--- config.mk ---
export PLATFORM = sky130hd
export DESIGN_NAME = vdp18_cpu_vram_port
export DESIGN_NICKNAME = d
export VERILOG_FILES = /design/src/rtl/vdp18_cpu_vram_port.sv
export SDC_FILE = /design/constraint.sdc
export NUM_CORES = 1
export LEC_CHECK = 0
export CORE_MARGIN = 1
export CORE_UTILIZATION = 51
export CTS_CLUSTER_SIZE = 24
export DETAILED_ROUTE_END_ITERATION = 7
export GPL_TIMING_DRIVEN = 1
export PLACE_DENSITY_LB_ADDON = 0.12
export SKIP_LAST_GASP = 1
export SLEW_MARGIN = 10
export SYNTH_ARGS = -nofsm -noshare
export SYNTH_HDL_FRONTEND = slang
export SYNTH_SLANG_ARGS = --single-unit
--- constraint.sdc ---
create_clock -name clk_i -period 2.55 [get_ports clk_i]
set_input_delay 0.51 -clock clk_i [delete_from_list [all_inputs] [get_ports clk_i]]
set_output_delay 0.51 -clock clk_i [all_outputs]
set_load 0.02 [all_outputs]
--- src/rtl/vdp18_cpu_vram_port.sv ---
// CPU-side VRAM access port for vdp18: control-port decode, address pointer and a slot-drained command FIFO.
// Optional `VDP_PORT_HWM_EN adds FIFO level and high-water-mark outputs.
module vdp18_cpu_vram_port #(
  parameter int ADDR_W     = 14,
  parameter int FIFO_DEPTH = 4
) (
  input  logic              clk_i,
  input  logic              reset_i,
  input  logic              rd_i,
  input  logic              wr_i,
  input  logic              mode_i,
  input  logic [7:0]        cd_i,
  output logic [7:0]        cd_o,
  output logic              wait_o,
  input  logic [7:0]        status_i,
  output logic              status_rd_o,
  output logic              reg_wr_o,
  output logic [5:0]        reg_num_o,
  output logic [7:0]        reg_data_o,
  input  logic              acc_slot_i,
  output logic              vram_we_o,
  output logic [ADDR_W-1:0] vram_a_o,
  output logic [7:0]        vram_d_o,
  input  logic [7:0]        vram_d_i,
`ifdef VDP_PORT_HWM_EN
  output logic [$clog2(FIFO_DEPTH):0] fifo_level_o,
  output logic [$clog2(FIFO_DEPTH):0] fifo_hwm_o,
`endif
  output logic              ovf_o
);

  localparam int PW = $clog2(FIFO_DEPTH);
  localparam int CW = PW + 1;
  localparam logic [ADDR_W-1:0] LO_MASK = ADDR_W'(14'h3FFF);

  typedef struct packed {
    logic              is_read;
    logic [ADDR_W-1:0] addr;
    logic [7:0]        data;
  } cmd_t;

  cmd_t              mem [FIFO_DEPTH];
  logic [PW-1:0]     wr_ptr_q, rd_ptr_q;
  logic [CW-1:0]     cnt_q, cnt_d;
  logic              rd_q, wr_q, first_q, first_d, pend_q, pend_d;
  logic [7:0]        latch_q, latch_d, ra_q, ra_d, cd_d, reg_num_pad;
  logic [ADDR_W-1:0] ptr_q, ptr_d, set_ptr, hi_load;
  logic              ovf_d, status_rd_d, reg_wr_d;
  logic [5:0]        reg_num_d;
  logic [7:0]        reg_data_d;
  logic              rd_acc, wr_acc, empty, pop, full_blk, push;
  cmd_t              head, push_cmd;

  assign rd_acc   = rd_i & ~rd_q;
  assign wr_acc   = wr_i & ~wr_q;
  assign empty    = (cnt_q == '0);
  assign pop      = acc_slot_i & ~empty;
  // A pop in the same cycle frees an entry, so a full FIFO still accepts the push.
  assign full_blk = (cnt_q == CW'(FIFO_DEPTH)) & ~pop;
  assign head     = mem[rd_ptr_q];

  assign set_ptr     = (ptr_q & ~LO_MASK) | ADDR_W'({cd_i[5:0], latch_q});
  assign hi_load     = ADDR_W'({latch_q, 14'h0000});
  assign reg_num_pad = {2'b00, cd_i[5:0]};

  // NOTE: every signal gets a default before the decode so no path leaves one unassigned (no latches).
  always_comb begin
    push        = 1'b0;
    push_cmd    = '0;
    ptr_d       = ptr_q;
    first_d     = first_q;
    latch_d     = latch_q;
    ovf_d       = ovf_q_sig();
    cd_d        = cd_o;
    status_rd_d = 1'b0;
    reg_wr_d    = 1'b0;
    reg_num_d   = reg_num_o;
    reg_data_d  = reg_data_o;
    ra_d        = pend_q ? vram_d_i : ra_q;
    pend_d      = pop & head.is_read;

    if (wr_acc) begin
      if (mode_i) begin
        if (!first_q) begin
          latch_d = cd_i;
          first_d = 1'b1;
        end else begin
          first_d = 1'b0;
          if (cd_i[7]) begin
            reg_wr_d   = 1'b1;
            reg_num_d  = cd_i[5:0];
            reg_data_d = latch_q;
            if (ADDR_W > 14 && reg_num_pad == 8'd14)
              ptr_d = (ptr_q & LO_MASK) | hi_load;
          end else begin
            ptr_d = set_ptr;
            if (!cd_i[6]) begin
              if (full_blk) ovf_d = 1'b1;
              else begin
                push     = 1'b1;
                push_cmd = '{is_read: 1'b1, addr: set_ptr, data: 8'h00};
                ptr_d    = set_ptr + ADDR_W'(1);
              end
            end
          end
        end
      end else begin
        first_d = 1'b0;
        if (full_blk) ovf_d = 1'b1;
        else begin
          push     = 1'b1;
          push_cmd = '{is_read: 1'b0, addr: ptr_q, data: cd_i};
          ra_d     = cd_i;  // newer CPU data wins over an older pending read return
          ptr_d    = ptr_q + ADDR_W'(1);
        end
      end
    end else if (rd_acc) begin
      first_d = 1'b0;
      if (mode_i) begin
        cd_d        = status_i;
        status_rd_d = 1'b1;
        ovf_d       = 1'b0;
      end else begin
        cd_d = ra_q;
        if (full_blk) ovf_d = 1'b1;
        else begin
          push     = 1'b1;
          push_cmd = '{is_read: 1'b1, addr: ptr_q, data: 8'h00};
          ptr_d    = ptr_q + ADDR_W'(1);
        end
      end
    end

    case ({push, pop})
      2'b10:   cnt_d = cnt_q + CW'(1);
      2'b01:   cnt_d = cnt_q - CW'(1);
      default: cnt_d = cnt_q;
    endcase
  end

  function automatic logic ovf_q_sig();
    return ovf_o;
  endfunction

  // NOTE: state registers use non-blocking assignments so every flop samples pre-edge values.
  always_ff @(posedge clk_i) begin
    if (reset_i) begin
      rd_q <= 1'b0; wr_q <= 1'b0; first_q <= 1'b0; latch_q <= '0;
      ptr_q <= '0; ra_q <= '0; pend_q <= 1'b0;
      wr_ptr_q <= '0; rd_ptr_q <= '0; cnt_q <= '0;
      ovf_o <= 1'b0; wait_o <= 1'b0; cd_o <= '0;
      status_rd_o <= 1'b0; reg_wr_o <= 1'b0; reg_num_o <= '0; reg_data_o <= '0;
    end else begin
      rd_q <= rd_i; wr_q <= wr_i; first_q <= first_d; latch_q <= latch_d;
      ptr_q <= ptr_d; ra_q <= ra_d; pend_q <= pend_d;
      if (push) wr_ptr_q <= wr_ptr_q + PW'(1);
      if (pop)  rd_ptr_q <= rd_ptr_q + PW'(1);
      cnt_q <= cnt_d;
      ovf_o <= ovf_d; wait_o <= (cnt_d == CW'(FIFO_DEPTH)); cd_o <= cd_d;
      status_rd_o <= status_rd_d; reg_wr_o <= reg_wr_d;
      reg_num_o <= reg_num_d; reg_data_o <= reg_data_d;
    end
  end

  // NOTE: FIFO storage is not reset; the pointers and count alone define which entries are live.
  always_ff @(posedge clk_i) begin
    if (!reset_i && push) mem[wr_ptr_q] <= push_cmd;
  end

  assign vram_we_o = acc_slot_i & ~empty & ~head.is_read & ~reset_i;
  assign vram_a_o  = empty ? '0 : head.addr;
  assign vram_d_o  = empty ? '0 : head.data;

`ifdef VDP_PORT_HWM_EN
  logic [CW-1:0] hwm_q;
  always_ff @(posedge clk_i) begin
    if (reset_i)               hwm_q <= '0;
    else if (status_rd_d)      hwm_q <= cnt_d;
    else if (cnt_d > hwm_q)    hwm_q <= cnt_d;
  end
  assign fifo_level_o = cnt_q;
  assign fifo_hwm_o   = hwm_q;
`endif

endmodule

==> run_results.csv, run 1 <==
group,metric,value,unit
outcome,status,"finished clean",
global_route,grt_pass1_vias,5068,
power_and_ir_drop,leakagePower,3.21,nW
critical_path,end_kind,"output port",
synthesis,synthAdderAreaFrac,0.0185,
power_and_ir_drop,power-per-cell-area,771,nW/um2
synthesis,ys_seq_area_frac,0.579,
synthesis,yosys.cell_types.count,63,
synthesis,synth_flop_cell,"edfxtp_1",
critical_path,critPathLaunchType,"flop",
clock_tree,path_clk_slew,0.06,ns
critical_path,rrSetupSlack,0.13,ns
floorplan,die_w,120,um
clock_tree,numCtsBuffers,17,
global_route,grt_usage,0.244,
sta,slew_violations,0,
detailed_routing,first_pass_iters,4,
floorplan,initial_core_util,0.532,
final_layout,fillCellCount,1047,
clock_tree,htreeDepth,4,
sta,rsz0062_at_grt,"true",
synthesis,yosys.area.top_type,"edfxtp_1",
critical_path,crit_chain,"buf_12, buf_12, mux4_2, nor2b_1, dlygate4sd2_1",
synthesis,synth-compound-area-share,0.0963,
global_route,grt_max_degree,70,
synthesis,synth-async-reset-ratio,0,
final_layout,utilization,0.668,
detailed_routing,ant_nets,0,
floorplan,core,13500,um2
global_route,antenna_found_initial,0,
synthesis,synthXorXnorAreaFrac,0.0159,
critical_path,cp_max_fo,9,
sta,period_share,0.990,
sta,tightest_slew,1.13,ns
synthesis,yosys.area_share.simple,0.160,
critical_path,reg2regPathDepth,10,
floorplan,die_h,120,um
global_route,overflow,0,
power_and_ir_drop,p_total,6.93,mW
critical_path,crit_path_max_incr_delay,0.49,ns
final_layout,drive_gt1_frac,0.183,
clock_tree,clk_latency,0.42,ns
critical_path,required,2.04,ns
power_and_ir_drop,peakVddDrop,0.450,mV
min_path,worstHoldPathType,"flop to flop",
sta,maxSlewHeadroom,0.241,
placement,place_area,8400,um2
clock_tree,cts_buffer_depth,2,
synthesis,synth.area.top_cells,"edfxtp_1 (39%), dfxtp_1 (19%), mux4_2 (7.2%), nand2_1 (3.0%), a21oi_1 (3.0%)",
clock_tree,clock_sinks,161,
synthesis,synth_top_family_by_area,"simple AND/OR/NAND/NOR gates",
detailed_routing,viasPerCell,5.68,
clock_tree,cts_tree,"yes",
critical_path,critPathKind,"flop to output port",
final_layout,final_net_count,754,
sta,setup-violations-final,0,
synthesis,yosys_warnings,0,
sta,hold_violations,0,
sta,final.setup_skew,0.0113,ns
global_route,grt_pass1_wl,26500,um
run,max_cap_violations,0,
placement,gp_congestion,0.879,
sta,clock.fmax,396,MHz
final_layout,antennaDiodeCount,0,
placement,portBuffers,78,
clock_tree,ctsRootBufferMaster,"clkbuf_16",
synthesis,netlist_area,7160,um2
synthesis,synth-edff-count,92,
synthesis,synth.area.mux_share,0.0977,
synthesis,syn_area_per_cell,11.9,um2
synthesis,synth-seq-cells,161,
critical_path,crit_arrival,2.02,ns
floorplan,dieArea,14500,um2
final_layout,syn_to_final_growth,25.6,%
floorplan,rows,42,
synthesis,yosys.area.top_type_share,0.386,
detailed_routing,drt_wl_total,16600,um
critical_path,cp_num_buf_inv,3,
placement,hpwlAfterDp,11200,um
floorplan,ios,79,
sta,period_minus_slack,2.53,ns
detailed_routing,drt-initial-drc-count,388,
min_path,worstHoldPathCells,2,
detailed_routing,vias,5125,
critical_path,critPathTopFamily,"buffers and inverters",
critical_path,cp_common_cell,"buf_12",
synthesis,synthesis.nets,642,
synthesis,syn_inst,602,
detailed_routing,drc,0,
critical_path,cpMaxStageDelayCell,"mux4_2",
final_layout,final_area,8990,um2
detailed_routing,wl_per_cell,18.4,um
critical_path,cp.depth,5,
metrics by stage:
step           hold slack [ns]  std cells  worst slack (ns)  TNS [ns]
2_1_floorplan            0.465        602            0.0244         0
3_3_place_gp             0.445        863            -0.337     -2.01
3_5_place_dp             0.451        863            -0.391     -5.35
4_1_cts                  0.462        898            -0.116    -0.399
5_1_grt                  0.482        903           -0.0604    -0.536
6_report                 0.458        903            0.0243         0
final timing paths:
check,endpoint,start
worst min-delay path,reg_num_o[5],reg_num_o[5]
worst min register to register,reg_num_o[5],reg_num_o[5]
worst max register to register,wait_o,cnt_q[1]
worst max-delay path,vram_a_o[9],flop
sequential cells by signal, summed over array words and instances (netlist names), named ones only:
signal	count
ra_q	8
first_q	1
cd_o	8
latch_q	8
status_rd_o	1
wait_o	1
reg_data_o	8
rd_ptr_q	2
wr_ptr_q	2
ovf_o	1
pend_q	1
cnt_q	3
wr_q	1
ptr_q	14
rd_q	1
reg_wr_o	1
mem	92
reg_num_o	6
timing repair:
| action | in CTS | in global routing |
|---|---|---|
| gates resized for setup | 24 | 13 |
| hold buffers | 0 | 0 |
| pin swaps | 0 | 2 |
| setup endpoints to repair | 23 | 7 |
| endpoints found under the hold margin | 0 | 0 |
| buffers inserted | 3 | 5 |
cell usage after synthesis (12+ instances only):
| library cell | n |
|---|---|
| a211oi_1 | 12 |
| a21oi_1 | 43 |
| a22o_1 | 13 |
| clkbuf_1 | 25 |
| dfxtp_1 | 69 |
| edfxtp_1 | 92 |
| mux2i_1 | 17 |
| mux4_2 | 23 |
| nand2_1 | 58 |
| nor2_1 | 54 |
| nor2b_1 | 26 |
| o21ai_0 | 12 |
final cells by class:
type	count	area (um2)	share of cell area
flip-flops and latches	161	4150	0.461
repair buffers	133	1240	0.138
clock buffers	18	429	0.0477
multi-input cells	389	2800	0.312
inverters	12	45.0	0.00501
clock inverters	14	104	0.0116
well taps	176	220	0.0245
placed cells by master (no fill, tap or decap), types with 9 or more instances in the layout:
cell type,synthesis,layout
edfxtp_1,92,92
dfxtp_1,69,68
nand2_1,58,58
nor2_1,54,54
clkdlybuf4s50_1,0,53
buf_4,3,48
a21oi_1,43,43
nor2b_1,26,26
mux4_2,23,23
mux2i_1,17,17
clkbuf_16,0,17
dlygate4sd2_1,0,17
a22o_1,13,13
o21ai_0,12,12
inv_1,11,11
a211oi_1,12,11
and2_1,10,10
nand3_1,10,10
xor2_1,9,9
logic make-up after synthesis:
family,count (synthesis)
and+or+nand+nor,218
DFF,161
AOI/OAI and AO/OA,107
buffers and inverters,52
muxes,41
xor gates and xnor gates,13
adders and majority gates,10
power breakdown:
group	internal (mW)	total [mW]	switching [mW]
Clock	1.26	2.29	1.03
Sequential	2.86	2.96	0.100
Combinational	0.784	1.68	0.899
Total	4.90	6.93	2.03
worst min-delay path: cells and delay by family (launching register included):
family / cells / cell delay [ns]
AO/OA/AOI/OAI: 1 / 0.05
flip-flops: 1 / 0.31
AND/OR/NAND/NOR: 1 / 0.05
layer usage:
metal	global-route usage	share of wire	wire length, um
met5	0	0	0
met3	0.0599	0.059	986
met1	0.319	0.44	7330
met2	0.385	0.47	7850
met4	0.111	0.025	409
Power figures use the tool's default switching activity.
==> inputs of run 2 (changes only) <==
--- a/config.mk
+++ b/config.mk
@@ -6,7 +6,7 @@
 export NUM_CORES = 1
 export LEC_CHECK = 0
 export CORE_MARGIN = 1
-export CORE_UTILIZATION = 51
+export CORE_UTILIZATION = 55
 export CTS_CLUSTER_SIZE = 24
 export DETAILED_ROUTE_END_ITERATION = 7
 export GPL_TIMING_DRIVEN = 1
==> constraint.sdc (replaced) <==
create_clock -name clk_i -period 3.15 [get_ports clk_i]
set_input_delay 0.63 -clock clk_i [delete_from_list [all_inputs] [get_ports clk_i]]
set_output_delay 0.63 -clock clk_i [all_outputs]
set_load 0.02 [all_outputs]
==> run 2 against run 1 <==
Wire length up 0.91%. Highest routed layer unchanged. Utilization rose by 3.1 points. Register-to-register slack improved by 0.66 ns. Power shrank 15%. Largest cell class unchanged. Largest power group unchanged.
==> run_results.csv, run 2 (synthesized netlist as in run 1, its figures left out) <==
group,metric,value,unit
outcome,status,"finished clean",
clock_tree,post_cts_buffers,0,
placement,gp_congestion,0.918,
detailed_routing,ant_nets,0,
floorplan,die_w,116,um
critical_path,cpMaxStageDelayCell,"clkdlybuf4s50_1",
final_layout,antennaDiodeCount,0,
placement,portBuffers,78,
sta,tns,0,ns
critical_path,end_kind,"output port",
sta,clock.fmax,334,MHz
sta,setup-violations-final,0,
sta,tightest_slew,1.21,ns
sta,hold_violations,0,
clock_tree,holdBufCountCts,0,
placement,dp.cells,841,
global_route,overflow,0,
final_layout,largest-register,"mem",
floorplan,die_h,116,um
clock_tree,cts_tree,"yes",
floorplan,core,12700,um2
final_layout,final_net_count,728,
detailed_routing,drt_wl_total,16700,um
clock_tree,clk_latency,0.42,ns
detailed_routing,first_pass_iters,5,
sta,rsz0062_at_grt,"false",
power_and_ir_drop,leakagePower,3.04,nW
min_path,worstHoldPathType,"flop to flop",
final_layout,reg_top3,"mem: 92 flops, ptr_q: 14 flops",
clock_tree,ctsRootBufferMaster,"clkbuf_16",
floorplan,initial_core_util,0.565,
detailed_routing,wl_per_cell,19.2,um
run,max_cap_violations,0,
critical_path,crit_arrival,2.36,ns
critical_path,critPathLaunchType,"flop",
critical_path,cp_max_fo,15,
detailed_routing,drc,0,
clock_tree,post_cts_resize_count,0,
placement,hpwlAfterDp,11200,um
floorplan,ios,79,
final_layout,fillCellCount,938,
final_layout,largest_reg_flops,92,
sta,maxSlewHeadroom,0.186,
final_layout,final_common_cell,"edfxtp_1",
critical_path,critPathKind,"flop to output port",
clock_tree,htreeDepth,4,
global_route,grt_pass1_vias,4920,
sta,period_minus_slack,2.99,ns
detailed_routing,drt-initial-drc-count,346,
final_layout,final-seq-area,4140,um2
floorplan,dieArea,13500,um2
global_route,grt_pass1_wl,26100,um
floorplan,rows,41,
final_layout,syn_to_final_growth,23.8,%
critical_path,crit_path_max_incr_delay,0.56,ns
clock_tree,path_clk_slew,0.06,ns
final_layout,final_cell_mix,"edfxtp_1 (92), clkdlybuf4s50_1 (77), dfxtp_1 (69)",
sta,final.setup_skew,0.00639,ns
clock_tree,cts_buffer_depth,2,
critical_path,required,2.52,ns
final_layout,multi_input_area,2790,um2
sta,period_share,0.951,
clock_tree,clock_sinks,161,
sta,slew_violations,0,
detailed_routing,viasPerCell,5.89,
global_route,grt_max_degree,71,
critical_path,crit_chain,"buf_6, mux4_2, nor2b_1, clkdlybuf4s50_1",
power_and_ir_drop,power-per-cell-area,667,nW/um2
global_route,grt_usage,0.263,
final_layout,layout.cells.non_filler,873,
power_and_ir_drop,peakVddDrop,0.417,mV
final_layout,drive_gt1_frac,0.148,
global_route,antenna_found_initial,0,
detailed_routing,vias,5145,
clock_tree,numCtsBuffers,17,
[run 2: cell type report]
cell class                 count  area share
multi-input combinational    389       0.315
clock buffer                  18      0.0484
timing repair buffer         107       0.120
tap                          172      0.0243
sequential                   161       0.468
clock inverter                14      0.0202
inverter                      12     0.00508
[run 2: critical path, delay by kind of cell (launching register included)]
family / cells / cell delay, ns
simple gates: 1 / 0.14
flops: 1 / 0.44
buf+inv: 2 / 0.82
mux: 1 / 0.53
[run 2: metal layers]
| metal | wire length, um | track usage | vias up |
|---|---|---|---|
| met1 | 7350 | 0.350 | 2531 |
| met3 | 1070 | 0.0533 | 23 |
| met5 | 0 | 0 | - |
| li1 | - | - | 2401 |
| met2 | 8040 | 0.427 | 190 |
| met4 | 258 | 0.100 | 0 |
[run 2: where the power goes]
group | leakage, nW | switching [mW] | internal (mW)
Sequential | 1.45 | 0.0927 | 2.31
Combinational | 1.29 | 0.715 | 0.667
Clock | 0.293 | 0.861 | 1.26
Total | 3.04 | 1.67 | 4.24
[run 2: stage by stage]
step	total power, mW	util	cell area, um2	hold slack, ns	setup slack, ns
2_1_floorplan	3.27	-	7160	0.465	0.504
3_3_place_gp	3.80	0.651	8250	0.446	0.146
3_5_place_dp	3.84	0.651	8250	0.449	0.103
4_1_cts	5.94	0.699	8860	0.461	0.0322
5_1_grt	6.14	0.699	8860	0.480	0.0414
6_report	5.91	0.699	8860	0.460	0.155
[run 2: path summary, 6_finish.rpt]
check,startpoint,end,slack (ns),depth (start not counted)
max,flop,vram_a_o[0],0.16,4
min,reg_data_o[0],reg_data_o[0],0.46,2
max reg2reg,cnt_q[0],wait_o,0.79,10
min reg2reg,reg_data_o[0],reg_data_o[0],0.46,2
